`src/rtl/stage4_ma_if.sv`:
```
`default_nettype none
// ============================================================================
//  Module      : stage4_ma_if
//  Description : Memory bus between the MA pipeline stage and data memory.
//                master = MA stage (issues requests), slave = memory.
//  Signals     : mem_req   request, held until mem_ack
//                mem_we    1 = write, 0 = read
//                mem_addr  24-bit address
//                mem_wdata 24-bit store data
//                mem_ack   one-cycle completion pulse from memory
//                mem_rdata 24-bit read data, valid in the mem_ack cycle
//  Revision    : 1.0  initial release
// ============================================================================
interface stage4_ma_if;
    logic        mem_req;
    logic        mem_we;
    logic [23:0] mem_addr;
    logic [23:0] mem_wdata;
    logic        mem_ack;
    logic [23:0] mem_rdata;

    modport master (
        output mem_req, mem_we, mem_addr, mem_wdata,
        input  mem_ack, mem_rdata
    );

    modport slave (
        input  mem_req, mem_we, mem_addr, mem_wdata,
        output mem_ack, mem_rdata
    );
endinterface
`default_nettype wire

```
`src/rtl/stage4_ma.sv`:
```
`default_nettype none
// ============================================================================
//  Module      : stage4_ma
//  Description : Memory-access pipeline stage. Loads/stores issue a request
//                on the memory bus and stall upstream until the memory acks;
//                everything else passes through to WB with 1-cycle latency.
//  Ports       : clk, rst (async, active-high)
//                enable_in + *_in        EX latch outputs
//                mem (stage4_ma_if)      memory bus, master side
//                stall_out               upstream must hold while 1
//                enable_out + *_out      one-cycle pulse of a completed op
//                fault_out               memory timeout indication
//  Config      : `define STAGE4MA_TIMEOUT_EN to abandon a request after 255
//                WAIT cycles without ack (fault_out pulses). Undefined: WAIT
//                lasts until ack and fault_out is tied to 0.
//  Opcodes     : instr[23:16]; R_LD=10 R_ST=11 I_LDi=20 I_STi=21 (hex)
//  Revision    : 1.0  initial release
// ============================================================================
module stage4_ma (
    input  wire logic        clk,
    input  wire logic        rst,
    input  wire logic        enable_in,
    input  wire logic [23:0] pc_in,
    input  wire logic [23:0] instr_in,
    input  wire logic [23:0] result_in,
    input  wire logic [23:0] store_data_in,
    input  wire logic [3:0]  tgt_gp_in,
    input  wire logic [3:0]  tgt_sr_in,
    input  wire logic [3:0]  flags_in,
    input  wire logic        branch_taken_in,
    stage4_ma_if.master      mem,
    output logic             stall_out,
    output logic             enable_out,
    output logic [23:0]      pc_out,
    output logic [23:0]      instr_out,
    output logic [23:0]      result_out,
    output logic [3:0]       tgt_gp_out,
    output logic [3:0]       tgt_sr_out,
    output logic [3:0]       flags_out,
    output logic             branch_taken_out,
    output logic             fault_out
);

    localparam logic [7:0] OPC_R_LD  = 8'h10;
    localparam logic [7:0] OPC_R_ST  = 8'h11;
    localparam logic [7:0] OPC_I_LDI = 8'h20;
    localparam logic [7:0] OPC_I_STI = 8'h21;

    typedef enum logic [0:0] {
        ST_IDLE = 1'b0,
        ST_WAIT = 1'b1
    } state_t;

    state_t      state_q, state_d;
    logic        enable_q, enable_d;
    logic [23:0] pc_q, pc_d;
    logic [23:0] instr_q, instr_d;
    logic [23:0] result_q, result_d;
    logic [3:0]  tgt_gp_q, tgt_gp_d;
    logic [3:0]  tgt_sr_q, tgt_sr_d;
    logic [3:0]  flags_q, flags_d;
    logic        branch_q, branch_d;
    logic        req_q, req_d;
    logic        we_q, we_d;
    logic [23:0] addr_q, addr_d;
    logic [23:0] wdata_q, wdata_d;

    logic [7:0]  w_opc;
    logic        w_is_ld;
    logic        w_is_st;

    assign w_opc   = instr_in[23:16];
    assign w_is_ld = (w_opc == OPC_R_LD) || (w_opc == OPC_I_LDI);
    assign w_is_st = (w_opc == OPC_R_ST) || (w_opc == OPC_I_STI);

`ifdef STAGE4MA_TIMEOUT_EN
    // Value of the wait counter during the 255th WAIT cycle.
    localparam logic [7:0] C_TIMEOUT_LAST = 8'd254;
    logic [7:0] cnt_q, cnt_d;
    logic       fault_q, fault_d;
`endif

    always_comb begin
        state_d  = state_q;
        enable_d = 1'b0;
        pc_d     = pc_q;
        instr_d  = instr_q;
        result_d = result_q;
        tgt_gp_d = tgt_gp_q;
        tgt_sr_d = tgt_sr_q;
        flags_d  = flags_q;
        branch_d = branch_q;
        req_d    = req_q;
        we_d     = we_q;
        addr_d   = addr_q;
        wdata_d  = wdata_q;
`ifdef STAGE4MA_TIMEOUT_EN
        cnt_d    = cnt_q;
        fault_d  = 1'b0;
`endif
        case (state_q)
            ST_IDLE: begin
                if (enable_in) begin
                    // Output latches take the instruction at accept; for a
                    // memory op only result_out is revisited at completion.
                    pc_d     = pc_in;
                    instr_d  = instr_in;
                    result_d = result_in;
                    tgt_gp_d = tgt_gp_in;
                    tgt_sr_d = tgt_sr_in;
                    flags_d  = flags_in;
                    branch_d = branch_taken_in;
                    if (w_is_ld || w_is_st) begin
                        state_d = ST_WAIT;
                        req_d   = 1'b1;
                        we_d    = w_is_st;
                        addr_d  = result_in;
                        wdata_d = w_is_st ? store_data_in : 24'd0;
`ifdef STAGE4MA_TIMEOUT_EN
                        cnt_d   = 8'd0;
`endif
                    end else begin
                        enable_d = 1'b1;
                    end
                end
            end
            ST_WAIT: begin
                if (mem.mem_ack) begin
                    state_d  = ST_IDLE;
                    req_d    = 1'b0;
                    enable_d = 1'b1;
                    // A store reports its address, already held in result_q.
                    if (!we_q) begin
                        result_d = mem.mem_rdata;
                    end
                end
`ifdef STAGE4MA_TIMEOUT_EN
                else if (cnt_q == C_TIMEOUT_LAST) begin
                    state_d  = ST_IDLE;
                    req_d    = 1'b0;
                    enable_d = 1'b1;
                    result_d = 24'd0;
                    fault_d  = 1'b1;
                end else begin
                    cnt_d = cnt_q + 8'd1;
                end
`endif
            end
            default: begin
                state_d = ST_IDLE;
                req_d   = 1'b0;
            end
        endcase
    end

    always_ff @(posedge clk or posedge rst) begin
        if (rst) begin
            state_q  <= ST_IDLE;
            enable_q <= 1'b0;
            pc_q     <= 24'd0;
            instr_q  <= 24'd0;
            result_q <= 24'd0;
            tgt_gp_q <= 4'd0;
            tgt_sr_q <= 4'd0;
            flags_q  <= 4'd0;
            branch_q <= 1'b0;
            req_q    <= 1'b0;
            we_q     <= 1'b0;
            addr_q   <= 24'd0;
            wdata_q  <= 24'd0;
        end else begin
            state_q  <= state_d;
            enable_q <= enable_d;
            pc_q     <= pc_d;
            instr_q  <= instr_d;
            result_q <= result_d;
            tgt_gp_q <= tgt_gp_d;
            tgt_sr_q <= tgt_sr_d;
            flags_q  <= flags_d;
            branch_q <= branch_d;
            req_q    <= req_d;
            we_q     <= we_d;
            addr_q   <= addr_d;
            wdata_q  <= wdata_d;
        end
    end

`ifdef STAGE4MA_TIMEOUT_EN
    always_ff @(posedge clk or posedge rst) begin
        if (rst) begin
            cnt_q   <= 8'd0;
            fault_q <= 1'b0;
        end else begin
            cnt_q   <= cnt_d;
            fault_q <= fault_d;
        end
    end
    assign fault_out = fault_q;
`else
    assign fault_out = 1'b0;
`endif

    assign stall_out        = (state_q == ST_WAIT);
    assign enable_out       = enable_q;
    assign pc_out           = pc_q;
    assign instr_out        = instr_q;
    assign result_out       = result_q;
    assign tgt_gp_out       = tgt_gp_q;
    assign tgt_sr_out       = tgt_sr_q;
    assign flags_out        = flags_q;
    assign branch_taken_out = branch_q;
    assign mem.mem_req      = req_q;
    assign mem.mem_we       = we_q;
    assign mem.mem_addr     = addr_q;
    assign mem.mem_wdata    = wdata_q;

endmodule
`default_nettype wire

```
`src/flat_wrapper.sv`:
```
// flat-port wrapper written by rule: the top's interface ports become plain ports
module stage4_ma_flat 
  (clk, rst, enable_in, pc_in, instr_in, result_in, store_data_in, tgt_gp_in, tgt_sr_in, flags_in, branch_taken_in, stall_out, enable_out, pc_out, instr_out, result_out, tgt_gp_out, tgt_sr_out, flags_out, branch_taken_out, fault_out, mem_mem_req, mem_mem_we, mem_mem_addr, mem_mem_wdata, mem_mem_ack, mem_mem_rdata);
  stage4_ma_if mem_i ();
  input  wire logic clk;
  input  wire logic rst;
  input  wire logic enable_in;
  input  wire logic [23:0] pc_in;
  input  wire logic [23:0] instr_in;
  input  wire logic [23:0] result_in;
  input  wire logic [23:0] store_data_in;
  input  wire logic [3:0] tgt_gp_in;
  input  wire logic [3:0] tgt_sr_in;
  input  wire logic [3:0] flags_in;
  input  wire logic branch_taken_in;
  output logic stall_out;
  output logic enable_out;
  output logic [23:0] pc_out;
  output logic [23:0] instr_out;
  output logic [23:0] result_out;
  output logic [3:0] tgt_gp_out;
  output logic [3:0] tgt_sr_out;
  output logic [3:0] flags_out;
  output logic branch_taken_out;
  output logic fault_out;
  output wire logic [$bits(mem_i.mem_req)-1:0] mem_mem_req;
  output wire logic [$bits(mem_i.mem_we)-1:0] mem_mem_we;
  output wire logic [$bits(mem_i.mem_addr)-1:0] mem_mem_addr;
  output wire logic [$bits(mem_i.mem_wdata)-1:0] mem_mem_wdata;
  input wire logic [$bits(mem_i.mem_ack)-1:0] mem_mem_ack;
  input wire logic [$bits(mem_i.mem_rdata)-1:0] mem_mem_rdata;
  assign mem_mem_req = mem_i.mem_req;
  assign mem_mem_we = mem_i.mem_we;
  assign mem_mem_addr = mem_i.mem_addr;
  assign mem_mem_wdata = mem_i.mem_wdata;
  assign mem_i.mem_ack = mem_mem_ack;
  assign mem_i.mem_rdata = mem_mem_rdata;
  stage4_ma u_core (.clk(clk), .rst(rst), .enable_in(enable_in), .pc_in(pc_in), .instr_in(instr_in), .result_in(result_in), .store_data_in(store_data_in), .tgt_gp_in(tgt_gp_in), .tgt_sr_in(tgt_sr_in), .flags_in(flags_in), .branch_taken_in(branch_taken_in), .mem(mem_i), .stall_out(stall_out), .enable_out(enable_out), .pc_out(pc_out), .instr_out(instr_out), .result_out(result_out), .tgt_gp_out(tgt_gp_out), .tgt_sr_out(tgt_sr_out), .flags_out(flags_out), .branch_taken_out(branch_taken_out), .fault_out(fault_out));
endmodule
```
`config.mk`:
```
export PLATFORM = sky130hd
export DESIGN_NAME = stage4_ma_flat
export DESIGN_NICKNAME = d
export VERILOG_FILES = /design/src/rtl/stage4_ma_if.sv /design/src/rtl/stage4_ma.sv /design/src/flat_wrapper.sv
export SDC_FILE = /design/constraint.sdc
export NUM_CORES = 1
export LEC_CHECK = 0
export CAP_MARGIN = 15
export CORE_MARGIN = 2
export CORE_UTILIZATION = 41
export CTS_CLUSTER_SIZE = 16
export DETAILED_ROUTE_END_ITERATION = 12
export PLACE_DENSITY = 0.81
export SYNTH_ARGS = -nofsm -noshare
export SYNTH_HDL_FRONTEND = slang
export SYNTH_SLANG_ARGS = --single-unit
```
`constraint.sdc`:
```
create_clock -name clk -period 5.2 [get_ports clk]
set_clock_uncertainty 0.05 [all_clocks]
set_input_delay 1.04 -clock clk [delete_from_list [all_inputs] [get_ports clk]]
set_output_delay 1.04 -clock clk [all_outputs]
set_load 0.01 [all_outputs]
```
Word level (Yosys, flattened, before mapping) --
Cells that the tools add are included.
Cells by class: mux-type cells 17, reduce and logical (&&, ||, !) cells 7, bitwise logic cells 1, multipliers 0, $add $sub $neg 0, magnitude comparators 0, shift operators 0, divide/modulo/power cells 0, equality and inequality tests 8
Operators by type and width (number):
- 2-to-1 mux 24 bit | 4
- one-hot mux 24 bit (2 select lines) | 1
- == test 8 x 5 -> 1 bit, second input constant | 2
- == test 8 x 6 -> 1 bit, second input constant | 2
- 2-to-1 mux 1 bit | 9
- AND reduction 3 bit | 3
- inequality test 2 bit, second input constant | 3
- one-hot mux 1 bit (2 select lines) | 3
- logical OR 1 bit | 3
- inequality test 2 x 1 -> 1 bit, second input constant | 1
- AND reduction 2 bit | 1
- NOT 1 bit | 1
Storage, ports and cells: word-level logic and storage cells 46, bits in latches 0, memories 0, bits in writable memories 0, output and inout port bits 138, memory bits (read-only) 0, flip-flop bits (word level) 137, input port bits 137

Depth between registers and ports, before layout --
depth after elaboration 6, mapped depth 6, gate-level depth less buffers 3

Worst setup path after synthesis --
Ideal clock, no wire load.
path type input -> register, from input port instr_in[17], to register u_core.addr_q[0] (netlist: u_core.mem.mem_addr[0]), arrival time 2.441 ns, data required time 5.022 ns, library setup time 0.128 ns, stages 4, buffers on the path 1, path slack 2.582 ns, path through or4_1 > nor4_4 > buf_4 > mux2_1
On the way: longest elaborated chain between the ends 4, elaborated cells on any way between the ends 8, classes of those cells eq/ne: 4; reduce/logical: 4
RTL lines:
- from (decl) | line flat_wrapper.sv:9 | input wire logic [23:0] instr_in;
- == test 8 x 5 -> 1 bit (tied with other cells) | line stage4_ma.sv:73 | assign w_is_ld = (w_opc == OPC_R_LD) || (w_opc == OPC_I_LDI);
- logical OR 1 bit (on tied branches) | line stage4_ma.sv:73, stage4_ma.sv:74
- logical OR 1 bit (*) | line stage4_ma.sv:113 | if (w_is_ld || w_is_st) begin
- AND reduction 3 bit (no line) (*)
- to (signal assigned) | line stage4_ma.sv:183 | addr_q <= addr_d;
- to (decl) | line stage4_ma.sv:65 | logic [23:0] addr_q, addr_d;
Mark *: on every way between the ends. The rest lies on a longest branch, timed or not. A chain may end at the register's enable or synchronous reset.

Final worst setup path --
from input port instr_in[17], to register u_core.addr_q[21] (netlist: u_core.mem.mem_addr[21])
Same word-level chain as after synthesis.

==> run_results.csv <==
group,metric,value,unit
clock_network,cts_resized,0,
setup_path,startpoint,"instr_in[17]",
sta,finalCritPeriodShare,59.8,%
cells_and_area,layout_commonest_cell,"clkdlybuf4s50_1",
placement,dpl_cell_area,8470,um^2
clock_network,cts_root_buf,"clkbuf_16",
drt,initialDrtViolationCount,237,
clock_network,cts_tree,"done",
floorplan,initial_core_util,42.0,%
pwr,ir_drop,0.230,mV
clock_network,clk_pin_slew,0.06,ns
yosys,seq_area_frac_synth,61.4,%
pwr,p_int,2.51,mW
pwr,share_comb_of_total_power,20.1,%
drt,drtPass1Iterations,4,
yosys,yosysTopAreaCell,"dfrtp_1",
sta,rsz0062_at_grt,"no",
sta,post-route-min-period,3.11,ns
pwr,power.switching,792,uW
pwr,power_leakage,4.23,nW
setup_path,crit_path_start_kind,"input port",
drt,routedWlPerCell,16.3,um
drt,drc,0,
global_route,grt_pass1_vias,4879,
clock_network,numCtsBuffers,17,
sta,tightest_slew,1.06,ns
sta,slew_headroom,28.8,%
pwr,seq_power_share,38.7,%
drt,drt_wl_total,15.7,mm
clock_network,cts_setup_buffers,0,
global_route,grt_pass1_wl,25.0,mm
setup_path,critPathKind,"in -> reg",
sta,slew_viol_final,0,
cells_and_area,syn_to_final_growth,63.6,%
yosys,ys.flop_type,"dfrtp_1",
clock_network,cts_max_level,4,
floorplan,fp-row-count,42,
yosys,synthesis.area,5580,um^2
sta,clock.fmax,0.321,GHz
drt,vias,4573,
floorplan,ioPinCount,275,
setup_path,endpoint_kind,"flop",
cells_and_area,drive_gt1_share,11.4,%
clock_network,clock_latency,0.41,ns
floorplan,die_w,121,um
placement,dp_hpwl,11.2,mm
clock_network,cts_hold_buf,0,
sta,setup_violations,0,
global_route,grt_remaining_overflow,0,
drt,antenna_left,0,
cells_and_area,diodes,0,
cells_and_area,mostFrequentLayoutCells,"clkdlybuf4s50_1, nand2_1, dfrtp_1",
yosys,synthesis.nets,644,
floorplan,fp.dieH,121,um
outcome,outcome,"finished, final reports clean",
placement,place_congestion,0.770,
setup_path,worstPathMaxFanout,51,
yosys,synth-edff-count,0,
run,max-cap-violations,0,
global_route,antenna_found_initial,0,
drt,via_per_inst,4.73,
pwr,power_density,361,nW/um^2
yosys,avgSynthCellArea,11.0,um^2
sta,setup_tns,0,ns
hold_path,hold_class,"reg -> reg",
yosys,async_reset_ff_share,100,%
pwr,p_sw_share,24.0,%
pwr,p_clk_share,41.2,%
yosys,synth_cells,507,
yosys,ys_seq_elements,137,
pwr,report.power.total,3.30,mW
sta,finalHoldViolCount,0,
floorplan,coreArea,13300,um^2
setup_path,worstPathRequired,5.44,ns
setup_path,arrival,3.35,ns
setup_path,r2r_start,"u_core.stall_out",
placement,numPortBuffers,273,
floorplan,die_area,14600,um^2
global_route,track_usage,22.2,%
cells_and_area,fin_nets,914,
hold_path,hp-start,"u_core.instr_out[0]",
yosys,ys_types,20,
yosys,yosys_warnings,0,
clock_network,clockBufferDepth,2,
cells_and_area,design_area,9140,um^2
yosys,yosysTopAreaCellShare,61.4,%
global_route,grt_max_degree,114,
yosys,synthTopCellsByArea,"dfrtp_1, nand2_1, mux2_2",
clock_network,cts.sink_count,137,
## area by class of cell
cell class,count,area [um^2]
well taps,176,220
repair buffers,279,2780
flip-flops and latches,137,3430
clock inverters,13,224
clock buffers,19,443
inverters,26,103
multi-input cells,316,1940
fillers,940,4160
## synthesized netlist by cell type, types with 2 or more instances
library cell and number:
a21o_1 2, buf_1 2, buf_2 5, buf_4 5
clkbuf_1 16, dfrtp_1 137, inv_1 26, mux2_1 25
mux2_2 48, mux2i_1 24, nand2_1 208
## power groups by stage
stage                     clock [mW]  combinational, mW  sequential (mW)
final                           1.36              0.664             1.28
after global routing            1.43              0.715             1.29
after CTS                       1.38              0.674             1.28
after detailed placement           0              0.670             1.29
after global placement             0              0.655             1.29
after floorplan                    0              0.165             1.35
## worst max-delay path, stage by stage
cell	delay (ns)
clkdlybuf4s50_1	0.42
or4_1	0.63
nor4_4	0.16
buf_4	0.65
mux2_1	0.40
## path summary, 6_finish.rpt
kind / to / slack, ns / cells after the start
worst min register to register: u_core.instr_out[0] / 0.43 / 2
min in group asynchronous: u_core.pc_out[11] / 1.20 / 2
worst min-delay path: u_core.instr_out[0] / 0.43 / 2
worst max register to register: u_core.mem.mem_addr[21] / 2.80 / 5
worst max-delay path: u_core.mem.mem_addr[21] / 2.09 / 5
max in group asynchronous: u_core.result_out[16] / 2.96 / 3
## routing by layer
layer / vias to the layer above / track usage, % / share of wire (%)
li1: 2142 / - / -
met2: 199 / 37.9 / 51
met1: 2194 / 25.4 / 38
met3: 38 / 6.98 / 8.2
met5: - / 0 / 0
met4: 0 / 10.2 / 2.9
## per-stage QoR
step | utilization [%] | setup slack [ns] | hold slack, ns | instances
final | 68.7 | 2.09 | 0.425 | 966
after global routing | 68.7 | 2.00 | 0.443 | 966
after CTS | 68.7 | 2.11 | 0.426 | 966
after detailed placement | 63.7 | 1.67 | 0.412 | 934
after global placement | 63.7 | 1.74 | 0.406 | 934
after floorplan | - | 0.442 | 0.463 | 507
## state kept, by name, summed over array words and instances, names as in the netlist, 4 cells and up
name	flops
u_core.mem.mem_addr	24
u_core.tgt_gp_out	4
u_core.flags_out	4
u_core.pc_out	24
u_core.tgt_sr_out	4
u_core.result_out	24
u_core.instr_out	24
u_core.mem.mem_wdata	24
## kinds of logic after synthesis
| family | Yosys count | share of synthesized area [%] |
|---|---|---|
| AO/OA/AOI/OAI | 4 | 0.448 |
| flip-flops | 137 | 61.4 |
| XOR/XNOR | 1 | 0.157 |
| other | 1 | 0.0672 |
| AND/OR/NAND/NOR | 213 | 14.8 |
| buffers and inverters | 54 | 4.08 |
| multiplexers | 97 | 19.0 |
(Power assumes the default switching activity.)
